### src/rtl/ibex_aes_col_seq.sv
// ibex_aes_col_seq
//
// Multi-cycle sequencer and arbiter for the shared combinational AES round
// unit. A column request drives the unit four times (byte selects 0..3),
// XOR-accumulating each result into a column register seeded with the round
// key. Single-cycle core AES instructions always win the unit; the column
// sequence simply stalls for that cycle.
//
// Ports:
//   clk_i, rst_i            clock, asynchronous active-high reset
//   core_req_i/mix/bs/rs*   single-cycle core AES instruction in EX
//   core_rd_o               core result (combinational from aes_rd_i)
//   seq_valid_i/ready_o     column request handshake
//   seq_mix_i/key_i/state_i column request payload (mix flag, key, 4 words)
//   seq_kill_i              flush, aborts any sequence
//   seq_out_valid_o/ready_i column result handshake
//   seq_result_o            column result (accumulator register)
//   busy_o                  sequencer not idle
//   aes_*_o / aes_rd_i      operand and result ports of the aes_unit
module ibex_aes_col_seq #(
    parameter bit ZeroIdle = 1'b1
) (
    input  logic         clk_i,
    input  logic         rst_i,
    input  logic         core_req_i,
    input  logic         core_mix_i,
    input  logic [1:0]   core_bs_i,
    input  logic [31:0]  core_rs1_i,
    input  logic [31:0]  core_rs2_i,
    output logic [31:0]  core_rd_o,
    input  logic         seq_valid_i,
    output logic         seq_ready_o,
    input  logic         seq_mix_i,
    input  logic [31:0]  seq_key_i,
    input  logic [127:0] seq_state_i,
    input  logic         seq_kill_i,
    output logic         seq_out_valid_o,
    input  logic         seq_out_ready_i,
    output logic [31:0]  seq_result_o,
    output logic         busy_o,
    output logic         aes_en_o,
    output logic         aes_mix_o,
    output logic [1:0]   aes_bs_o,
    output logic [31:0]  aes_rs1_o,
    output logic [31:0]  aes_rs2_o,
    input  logic [31:0]  aes_rd_i
);

    typedef enum logic [1:0] {StIdle, StRun, StDone} state_e;

    state_e         state_q;
    logic [1:0]     step_q;
    logic [31:0]    acc_q;
    logic           mix_q;
    logic [127:0]   words_q;
    logic [31:0]    cur_word;

    assign cur_word = words_q[{step_q, 5'd0} +: 32];

    always_ff @(posedge clk_i or posedge rst_i) begin
        if (rst_i) begin
            state_q <= StIdle;
            step_q  <= 2'd0;
            acc_q   <= 32'd0;
            mix_q   <= 1'b0;
            words_q <= 128'd0;
        end else if (seq_kill_i) begin
            // Flush beats accept, advance and the output handshake; acc is kept.
            state_q <= StIdle;
            step_q  <= 2'd0;
        end else begin
            unique case (state_q)
                StIdle: begin
                    if (seq_valid_i) begin
                        mix_q   <= seq_mix_i;
                        words_q <= seq_state_i;
                        acc_q   <= seq_key_i;
                        step_q  <= 2'd0;
                        state_q <= StRun;
                    end
                end
                StRun: begin
                    // A core request owns the unit this cycle, so hold acc/step.
                    if (!core_req_i) begin
                        acc_q <= aes_rd_i;
                        if (step_q == 2'd3) begin
                            step_q  <= 2'd0;
                            state_q <= StDone;
                        end else begin
                            step_q <= step_q + 2'd1;
                        end
                    end
                end
                StDone: begin
                    if (seq_out_ready_i) begin
                        state_q <= StIdle;
                    end
                end
                default: state_q <= StIdle;
            endcase
        end
    end

    always_comb begin
        aes_en_o  = 1'b0;
        aes_mix_o = mix_q;
        aes_bs_o  = step_q;
        aes_rs1_o = acc_q;
        aes_rs2_o = cur_word;
        if (core_req_i) begin
            aes_en_o  = 1'b1;
            aes_mix_o = core_mix_i;
            aes_bs_o  = core_bs_i;
            aes_rs1_o = core_rs1_i;
            aes_rs2_o = core_rs2_i;
        end else if (state_q == StRun) begin
            aes_en_o = 1'b1;
        end else if (ZeroIdle) begin
            // Keep the unit's inputs quiet while it is not in use.
            aes_mix_o = 1'b0;
            aes_bs_o  = 2'd0;
            aes_rs1_o = 32'd0;
            aes_rs2_o = 32'd0;
        end
    end

    assign core_rd_o       = aes_rd_i;
    assign seq_ready_o     = (state_q == StIdle) && !seq_kill_i;
    assign seq_out_valid_o = (state_q == StDone);
    assign seq_result_o    = acc_q;
    assign busy_o          = (state_q != StIdle);

endmodule

### config.mk
export PLATFORM = sky130hd
export DESIGN_NAME = ibex_aes_col_seq
export DESIGN_NICKNAME = d
export VERILOG_FILES = /design/src/rtl/ibex_aes_col_seq.sv
export SDC_FILE = /design/constraint.sdc
export NUM_CORES = 1
export LEC_CHECK = 0
export CORE_AREA = 2 2 155 157
export CTS_CLUSTER_SIZE = 24
export DETAILED_ROUTE_END_ITERATION = 8
export DIE_AREA = 0 0 157 159
export PLACE_DENSITY = 0.74
export SYNTH_ARGS = -nofsm -noshare
export SYNTH_HDL_FRONTEND = slang
export SYNTH_SLANG_ARGS = --single-unit
### constraint.sdc
create_clock -name clk_i -period 13.35 [get_ports clk_i]
set_input_delay 3.3375 -clock clk_i [delete_from_list [all_inputs] [get_ports clk_i]]
set_output_delay 3.3375 -clock clk_i [all_outputs]
set_load 0.02 [all_outputs]
==> results of run 1 <==
-- power by group through the flow --
stage	clock, mW	combinational [mW]	sequential (mW)
floorplan	0	0.258	0.673
detailed placement	0	0.480	0.670
CTS	0.488	0.482	0.662
global route	0.509	0.505	0.674
global placement	0	0.474	0.665
finish	0.475	0.476	0.661
-- area by class of cell --
class	instances	area [µm²]
diodes	2	5.00
clock buffers	18	429
clock inverters	14	135
fillers	1914	9870
inverters	2	12.5
multi-input cells	386	4150
flip-flops and latches	165	4130
well taps	319	399
repair buffers	407	4050
-- stage by stage --
stage	hold WS, ns	power, mW
after floorplan	0.452	0.930
after CTS	0.488	1.63
final	0.484	1.61
after global routing	0.512	1.69
after detailed placement	0.473	1.15
after global placement	0.462	1.14
-- cell families (layout without fill, tap and decap cells) --
kind of cell / count (synthesis) / in the layout / share of synthesized area [%]
other: 0 / 2 / 0
buffers and inverters: 82 / 441 / 6.77
adder cells (fa/ha/maj): 1 / 1 / 0.141
flip-flops: 165 / 165 / 46.6
multiplexers: 227 / 227 / 36.6
AND/OR/NAND/NOR: 87 / 87 / 4.32
AO/OA/AOI/OAI: 71 / 71 / 5.60
-- metal layers --
| layer | vias up | wire length (µm) | GRT usage (%) |
|---|---|---|---|
| met5 | - | 0 | 0 |
| met4 | 0 | 523 | 6.13 |
| met3 | 30 | 1840 | 5.91 |
| met2 | 254 | 13800 | 37.6 |
| met1 | 3168 | 10300 | 24.3 |
| li1 | 2958 | - | - |
-- placed cells by master, fill, tap and decap left out, types with 2 or more instances in the layout --
master | netlist | layout
clkdlybuf4s50_1 | 0 | 399
dfrtp_1 | 165 | 163
mux2_4 | 89 | 89
mux2_2 | 88 | 88
nand2_1 | 70 | 70
o21ai_0 | 35 | 35
mux4_2 | 32 | 32
a22o_1 | 32 | 32
clkbuf_16 | 0 | 17
mux2_1 | 16 | 16
buf_4 | 33 | 8
nand2b_1 | 5 | 5
inv_8 | 0 | 5
inv_6 | 0 | 4
clkinvlp_4 | 0 | 3
diode_2 | 0 | 2
nor2b_1 | 2 | 2
nor2_1 | 3 | 2
mux2i_1 | 2 | 2
dfrtp_2 | 0 | 2
-- registers in the layout, indices dropped and copies added, names as in the netlist --
| name | count |
|---|---|
| step_q | 2 |
| seq_result_o | 32 |
| words_q | 128 |
| mix_q | 1 |
| state_q | 2 |
-- path summary, 6_finish.rpt --
| check | startpoint | endpoint | slack, ns | cells after the start |
|---|---|---|---|---|
| max | core_req_i | aes_rs2_o[27] | 4.69 | 4 |
| min | words_q[42]$_DFFE_PP0P_ | words_q[42]$_DFFE_PP0P_ | 0.48 | 1 |
| max reg2reg | state_q[0]$_DFFE_PP0P_ | words_q[92]$_DFFE_PP0P_ | 10.33 | 4 |
| min reg2reg | words_q[42]$_DFFE_PP0P_ | words_q[42]$_DFFE_PP0P_ | 0.48 | 1 |
| max in group asynchronous | rst_i | words_q[124]$_DFFE_PP0P_ | 8.19 | 4 |
| min in group asynchronous | rst_i | words_q[71]$_DFFE_PP0P_ | 3.35 | 2 |
==> results.cfg, run 1 <==
[clocking]
clk_pin_slew_ns = 0.07
root_buffer = clkbuf_16
hold_buffers = 0
clk-insertion-delay-late_ns = 0.43
cts_made_buffers = 17
cts_buffer_depth = 2
cts-resized-gates = 0
clock-sinks = 165
h-tree-depth = 4
cts_tree = built
post_cts_buffers = 0

[placement]
place_hpwl_um = 19700
place_inst = 1279
dpl_cell_area_um2 = 12700
port_buffers = 400
place_ws_ns = 4.67
routabilityCongestion = 0.779

[worst_setup_path]
worstPathMaxFanout = 38
crit_chain = buf_4 > nor2_4 > a22o_1 > clkdlybuf4s50_1
crit_type = input port to output port
worst-path-buf-inv = 2
cp_top_family = buffers and inverters
worstPathRequired_ns = 10.01
worstSetupStartpointType = input port
cp_data_arrival_time_ns = 5.33
cp_slowest_stage_delay_ns = 0.83
cp-end-kind = output port
critPathSlowestCell = nor2_4

[timing]
relSlewSlack_pct = 31.4
rsz0062_at_grt = false
max_freq_mhz = 115
skew_ns = 0.0139
worst_slack_ns = 4.69
hold_viol = 0
period_needed_ns = 8.66
period_share_pct = 64.9
slew_violations = 0
finalSetupViolations = 0
worstMarginPinSlew_ns = 1.03
tns_ns = 0

[cells_and_area]
fin_area_um2 = 13300
area_delta_synth_final_pct = 50.2
drive_above_1_share_pct = 26.1
post-route-util_pct = 57.4
nets = 1246
fin_cells = 1313

[grt]
globalRouteTotalUtil_pct = 21.0
grt_pass1_wl_um = 39800
grt_pass1_vias = 6790
antenna_found_initial = 2
overflow = 0
grt_max_degree = 70

[power]
internal_power_mw = 1.14
switchingPower_uw = 471
power_frac_seq_pct = 41.0
switching_share_pct = 29.2
clock_power_share_pct = 29.5
p_per_area_nw_per_um2 = 121
power_frac_comb_pct = 29.5
p_leak_nw = 5.40
peakVddDrop_uv = 87.6

[outcome]
status = complete, no violations

[die]
core_region_area_um2 = 23200
num_io_pins = 401
initial_core_util_pct = 38.2
die_h_um = 159
rows = 56
die_w_um = 157
die_area_um2 = 25000

[synth]
ys_types = 29
synth.net_count = 900
synthFlopType = dfrtp_1
synth-edff-count = 0
netlist_area_um2 = 8870
yosysWarnings = 0
yosys.area.top_type = dfrtp_1
synth_common_cells = 165 x dfrtp_1, 89 x mux2_4, 88 x mux2_2
synth_seq_cells = 165
yosys.cell_count.top_type = dfrtp_1
synthTopCellsByArea = dfrtp_1 47%, mux2_4 15%, mux2_2 11%
syn_area_per_cell_um2 = 14.0
ys_seq_area_share_pct = 46.6
syn_inst = 633
yosysTopAreaCellShare_pct = 46.6
synthArstFlopShare_pct = 100

[route]
dr.pass1.iters = 6
routedWlPerCell_um = 20.1
num_vias = 6410
viasPerCell = 4.88
drc_errors = 0
drt-initial-drc-count = 328
wirelength_um = 26400
postRouteAntennaNets = 0

[hold_path]
holdCritPathClass = flip-flop to flip-flop

[flow_run]
cap_violations = 0
No activity file was read; power rests on OpenSTA's default activity.
==> inputs of run 2 (changes only) <==
- CORE_AREA: 2 2 155 157 -> unset
- CORE_MARGIN: unset -> 2
- CORE_UTILIZATION: unset -> 38
- DIE_AREA: 0 0 157 159 -> unset
- PLACE_DENSITY: 0.74 -> 0.77
- clock period: 13.35 -> 7.6 ns (I/O delays scaled with it)
==> run 2 against run 1 <==
  * Via count down 1.1%
  * Highest routed layer unchanged
  * Design area up 0.24%
  * Sequential share of layout area down 0.073 points
  * Clock power up 79%
  * Critical endpoint is now aes_rs2_o[6]
  * Sequential cell count unchanged
==> results.cfg, run 2 (synthesized netlist as in run 1, its figures left out) <==
[outcome]
status = complete, no violations

[clocking]
hold_buffers = 0
root_buffer = clkbuf_16
clk_pin_slew_ns = 0.07
h-tree-depth = 4
post_cts_buffers = 0
cts_tree = built
clk-insertion-delay-late_ns = 0.42
cts-resized-gates = 0
cts_buffer_depth = 2
clock-sinks = 165
cts_made_buffers = 17

[cells_and_area]
drive_above_1_share_pct = 26.3
fin_area_um2 = 13400
fin_cells = 1308
area_delta_synth_final_pct = 50.5
final_cell_mix = 399 x clkdlybuf4s50_1, 163 x dfrtp_1, 89 x mux2_4, 88 x mux2_2, 70 x nand2_1
largest_reg_flops = 128
layout_commonest_cell = clkdlybuf4s50_1
n_antenna_cell = 0
nets = 1249
top_register = words_q

[timing]
hold_viol = 0
worstMarginPinSlew_ns = 1.01
tns_ns = 0
relSlewSlack_pct = 32.4
period_share_pct = 75.7
max_freq_mhz = 174
finalSetupViolations = 0
slew_violations = 0
rsz0062_at_grt = false
whs_ns = 0.486
period_needed_ns = 5.75
skew_ns = 0.00951

[route]
wirelength_um = 26100
dr.pass1.iters = 4
postRouteAntennaNets = 0
drc_errors = 0
viasPerCell = 4.85
num_vias = 6340
routedWlPerCell_um = 20.0
drt-initial-drc-count = 338

[flow_run]
cap_violations = 0

[grt]
grt_pass1_wl_um = 39300
globalRouteTotalUtil_pct = 21.1
grt_max_degree = 68
grt_pass1_vias = 6691
overflow = 0
antenna_found_initial = 0

[worst_setup_path]
crit_start = core_req_i
reg2reg_slack_ns = 4.89
cp_data_arrival_time_ns = 3.85
worstPathRequired_ns = 5.70
worstSetupStartpointType = input port
worstPathMaxFanout = 47
crit_type = input port to output port
cp-end-kind = output port
r2r_start = state_q[0]$_DFFE_PP0P_

[die]
die_area_um2 = 24600
initial_core_util_pct = 38.9
die_h_um = 157
rows = 55
die_w_um = 157
core_region_area_um2 = 22800
num_io_pins = 401

[power]
internal_power_mw = 2.04
p_leak_nw = 5.43
switching_share_pct = 28.3
clock_power_share_pct = 29.8
power_frac_comb_pct = 29.4
p_per_area_nw_per_um2 = 213
peakVddDrop_uv = 170
power_frac_seq_pct = 40.7
switchingPower_uw = 808

[placement]
routabilityCongestion = 0.892
dpl_cell_area_um2 = 12800
port_buffers = 400
place_inst = 1276
place_hpwl_um = 19600

[hold_path]
holdCritStartpoint = words_q[42]$_DFFE_PP0P_
holdCritPathClass = flip-flop to flip-flop
==> run 2: cell count changes in the layout (fill, tap and decap cells not counted) <==
| cell | delta |
|---|---|
| clkinvlp_4 | -2 |
| clkbuf_8 | +1 |
| clkinv_4 | +4 |
| diode_2 | -2 |
| inv_6 | -1 |
| bufinv_16 | +1 |
| inv_8 | -3 |
| buf_4 | +3 |
==> run 2: worst max-delay path, cell delays in order <==
cell and delay [ns]:
buf_4 0.25, nor2_4 0.80, a22o_1 0.25, clkdlybuf4s50_1 0.61
==> run 2: stage by stage <==
stage	utilization, %	setup WS [ns]	power, mW
after floorplan	-	1.24	1.63
final	58.6	1.85	2.85
after CTS	58.6	1.83	2.88
after global routing	58.6	1.73	2.99
after global placement	56.0	1.92	2.00
after detailed placement	56.0	1.84	2.02
==> run 2: layer usage <==
| layer | part of all wire, % | track usage [%] | vias to the layer above |
|---|---|---|---|
| met4 | 0.91 | 4.54 | 0 |
| met5 | 0 | 0 | - |
| li1 | - | - | 2951 |
| met1 | 41 | 26.5 | 3154 |
| met2 | 51 | 36.5 | 215 |
| met3 | 7.3 | 5.90 | 20 |
==> run 2: area by class of cell <==
cell class	count	area, µm²
Clock buffer	19	443
Inverter	2	12.5
Clock inverter	13	143
Tap cell	313	392
Fill cell	1909	9430
Sequential cell	165	4130
Timing Repair Buffer	410	4080
Multi-Input combinational cell	386	4150
==> run 2: worst paths after layout <==
kind,endpoint,cells past startpoint
max in group asynchronous,words_q[71]$_DFFE_PP0P_,3
setup / recovery,aes_rs2_o[6],4
hold reg to reg,words_q[42]$_DFFE_PP0P_,1
setup reg to reg,words_q[65]$_DFFE_PP0P_,4
min in group asynchronous,words_q[92]$_DFFE_PP0P_,2
hold / removal,words_q[42]$_DFFE_PP0P_,1
==> run 2: power groups by stage <==
stage	logic [mW]	registers, mW	clock network [mW]
after detailed placement	0.846	1.18	0
after CTS	0.849	1.16	0.874
after global placement	0.831	1.17	0
after global routing	0.890	1.18	0.913
after floorplan	0.452	1.18	0
final	0.839	1.16	0.851
==> inputs of run 3 (changes only) <==
- clock period: 7.6 -> 5.1 ns (I/O delays scaled with it)
==> run 3 against run 2 <==
  * Routed wire length is 0.63% higher
  * Critical path type unchanged
  * Global-route usage grew 0.20 points
  * Highest routed layer unchanged
  * Critical endpoint is now aes_rs2_o[16]
  * Clock skew grew 0.0074 ns
  * Worst hold slack got worse by 0.0045 ns
  * Largest cell class is now non-clock buffers
  * Setup slack got worse by 1.1 ns
  * Clock power up 54%
==> results.cfg, run 3 (synthesized netlist as in run 1, its figures left out) <==
[outcome]
status = complete, no violations

[grt]
grt_max_degree = 109
busiest_layer = met2
use_met1_pct = 27.9
met3_usage_pct = 5.68
globalRouteTotalUtil_pct = 21.3
antenna_found_initial = 2
overflow = 0
grt_pass1_wl_um = 39500
grt_util_met2_pct = 35.3
grt_pass1_vias = 6762

[power]
power_frac_comb_pct = 29.1
switchingPower_mw = 1.21
p_per_area_nw_per_um2 = 320
switching_share_pct = 28.3
clock_power_share_pct = 30.4
peakVddDrop_uv = 203
p_leak_nw = 5.46
power_frac_seq_pct = 40.5
internal_power_mw = 3.08

[die]
die_h_um = 157
num_io_pins = 401
die_area_um2 = 24600
core_region_area_um2 = 22800
initial_core_util_pct = 38.9
die_w_um = 157
rows = 55

[timing]
relSlewSlack_pct = 29.4
period_share_pct = 84.7
finalSetupViolations = 0
rsz0062_at_grt = false
max_freq_mhz = 232
skew_ns = 0.0169
worst_slack_ns = 0.780
tns_ns = 0
hold_viol = 0
worstMarginPinSlew_ns = 1.06
slew_violations = 0
period_needed_ns = 4.32

[worst_setup_path]
cp-end-kind = output port
crit_type = input port to output port
worstSetupStartpointType = input port
worstPathMaxFanout = 65
worstPathRequired_ns = 3.83
cp_data_arrival_time_ns = 3.04

[placement]
place_inst = 1281
port_buffers = 400
place_ws_ns = 0.787
place_hpwl_um = 19600
routabilityCongestion = 0.864
dpl_cell_area_um2 = 12800

[clocking]
clk_pin_slew_ns = 0.07
h-tree-depth = 4
post_cts_buffers = 0
hold_buffers = 0
cts_tree = built
root_buffer = clkbuf_16
cts_made_buffers = 17
cts_buffer_depth = 2
clk-insertion-delay-late_ns = 0.43
cts-resized-gates = 0
clock-sinks = 165

[flow_run]
cap_violations = 0

[cells_and_area]
fin_cells = 1313
top_register = words_q
layout_commonest_cell = clkdlybuf4s50_1
fin_area_um2 = 13400
largest_reg_flops = 128
drive_above_1_share_pct = 26.7
post-route-util_pct = 59.0
final_cell_mix = 399 x clkdlybuf4s50_1, 163 x dfrtp_1, 89 x mux2_4, 88 x mux2_2, 70 x nand2_1
nets = 1254
area_delta_synth_final_pct = 51.5
multi_input_area_um2 = 4150
ff_latch_area_um2 = 4130
nFillCells = 1853

[route]
routedWlPerCell_um = 20.0
postRouteAntennaNets = 0
num_vias = 6482
drt-initial-drc-count = 310
dr.pass1.iters = 4
viasPerCell = 4.94
drc_errors = 0
wirelength_um = 26300

[hold_path]
holdCritPathClass = flip-flop to flip-flop
==> run 3: layer usage <==
metal | vias to the layer above | wire length [µm]
met5 | - | 0
met4 | 0 | 442
met3 | 28 | 1860
met2 | 239 | 12900
met1 | 3245 | 11100
li1 | 2970 | -
==> run 3: path summary, 6_finish.rpt <==
kind | depth (start not counted) | from | slack, ns | end
max in group asynchronous | 3 | rst_i | 3.23 | words_q[84]$_DFFE_PP0P_
max reg2reg | 4 | state_q[0]$_DFFE_PP0P_ | 2.73 | seq_result_o[15]$_DFFE_PP0P_
min | 1 | words_q[37]$_DFFE_PP0P_ | 0.48 | words_q[37]$_DFFE_PP0P_
max | 4 | core_req_i | 0.78 | aes_rs2_o[16]
min reg2reg | 1 | words_q[37]$_DFFE_PP0P_ | 0.48 | words_q[37]$_DFFE_PP0P_
min in group asynchronous | 3 | rst_i | 1.32 | seq_result_o[27]$_DFFE_PP0P_
==> run 3: layout make-up <==
class	instances	share of cell area (%)
well taps	313	2.91
clock buffers	17	3.16
inverters	2	0.0838
clock inverters	14	1.25
flip-flops and latches	165	30.7
diodes	1	0.0186
multi-input cells	386	30.9
repair buffers	415	31.0
==> run 3: power groups by stage <==
stage	clock network (mW)	logic, mW	registers (mW)
2_1_floorplan	0	0.674	1.76
3_3_place_gp	0	1.24	1.75
3_5_place_dp	0	1.26	1.76
4_1_cts	1.35	1.26	1.74
5_1_grt	1.40	1.33	1.77
6_report	1.31	1.25	1.74
==> run 3: through the flow <==
stage               hold slack (ns)  total power [mW]
floorplan                     0.452              2.44
global placement              0.464              2.99
detailed placement            0.471              3.02
CTS                           0.487              4.35
global route                  0.500              4.50
finish                        0.481              4.30
==> run 3: worst max-delay path: stages <==
cell and delay [ns]:
buf_4 0.47, buf_4 0.44, a22o_1 0.21, clkdlybuf4s50_1 0.61
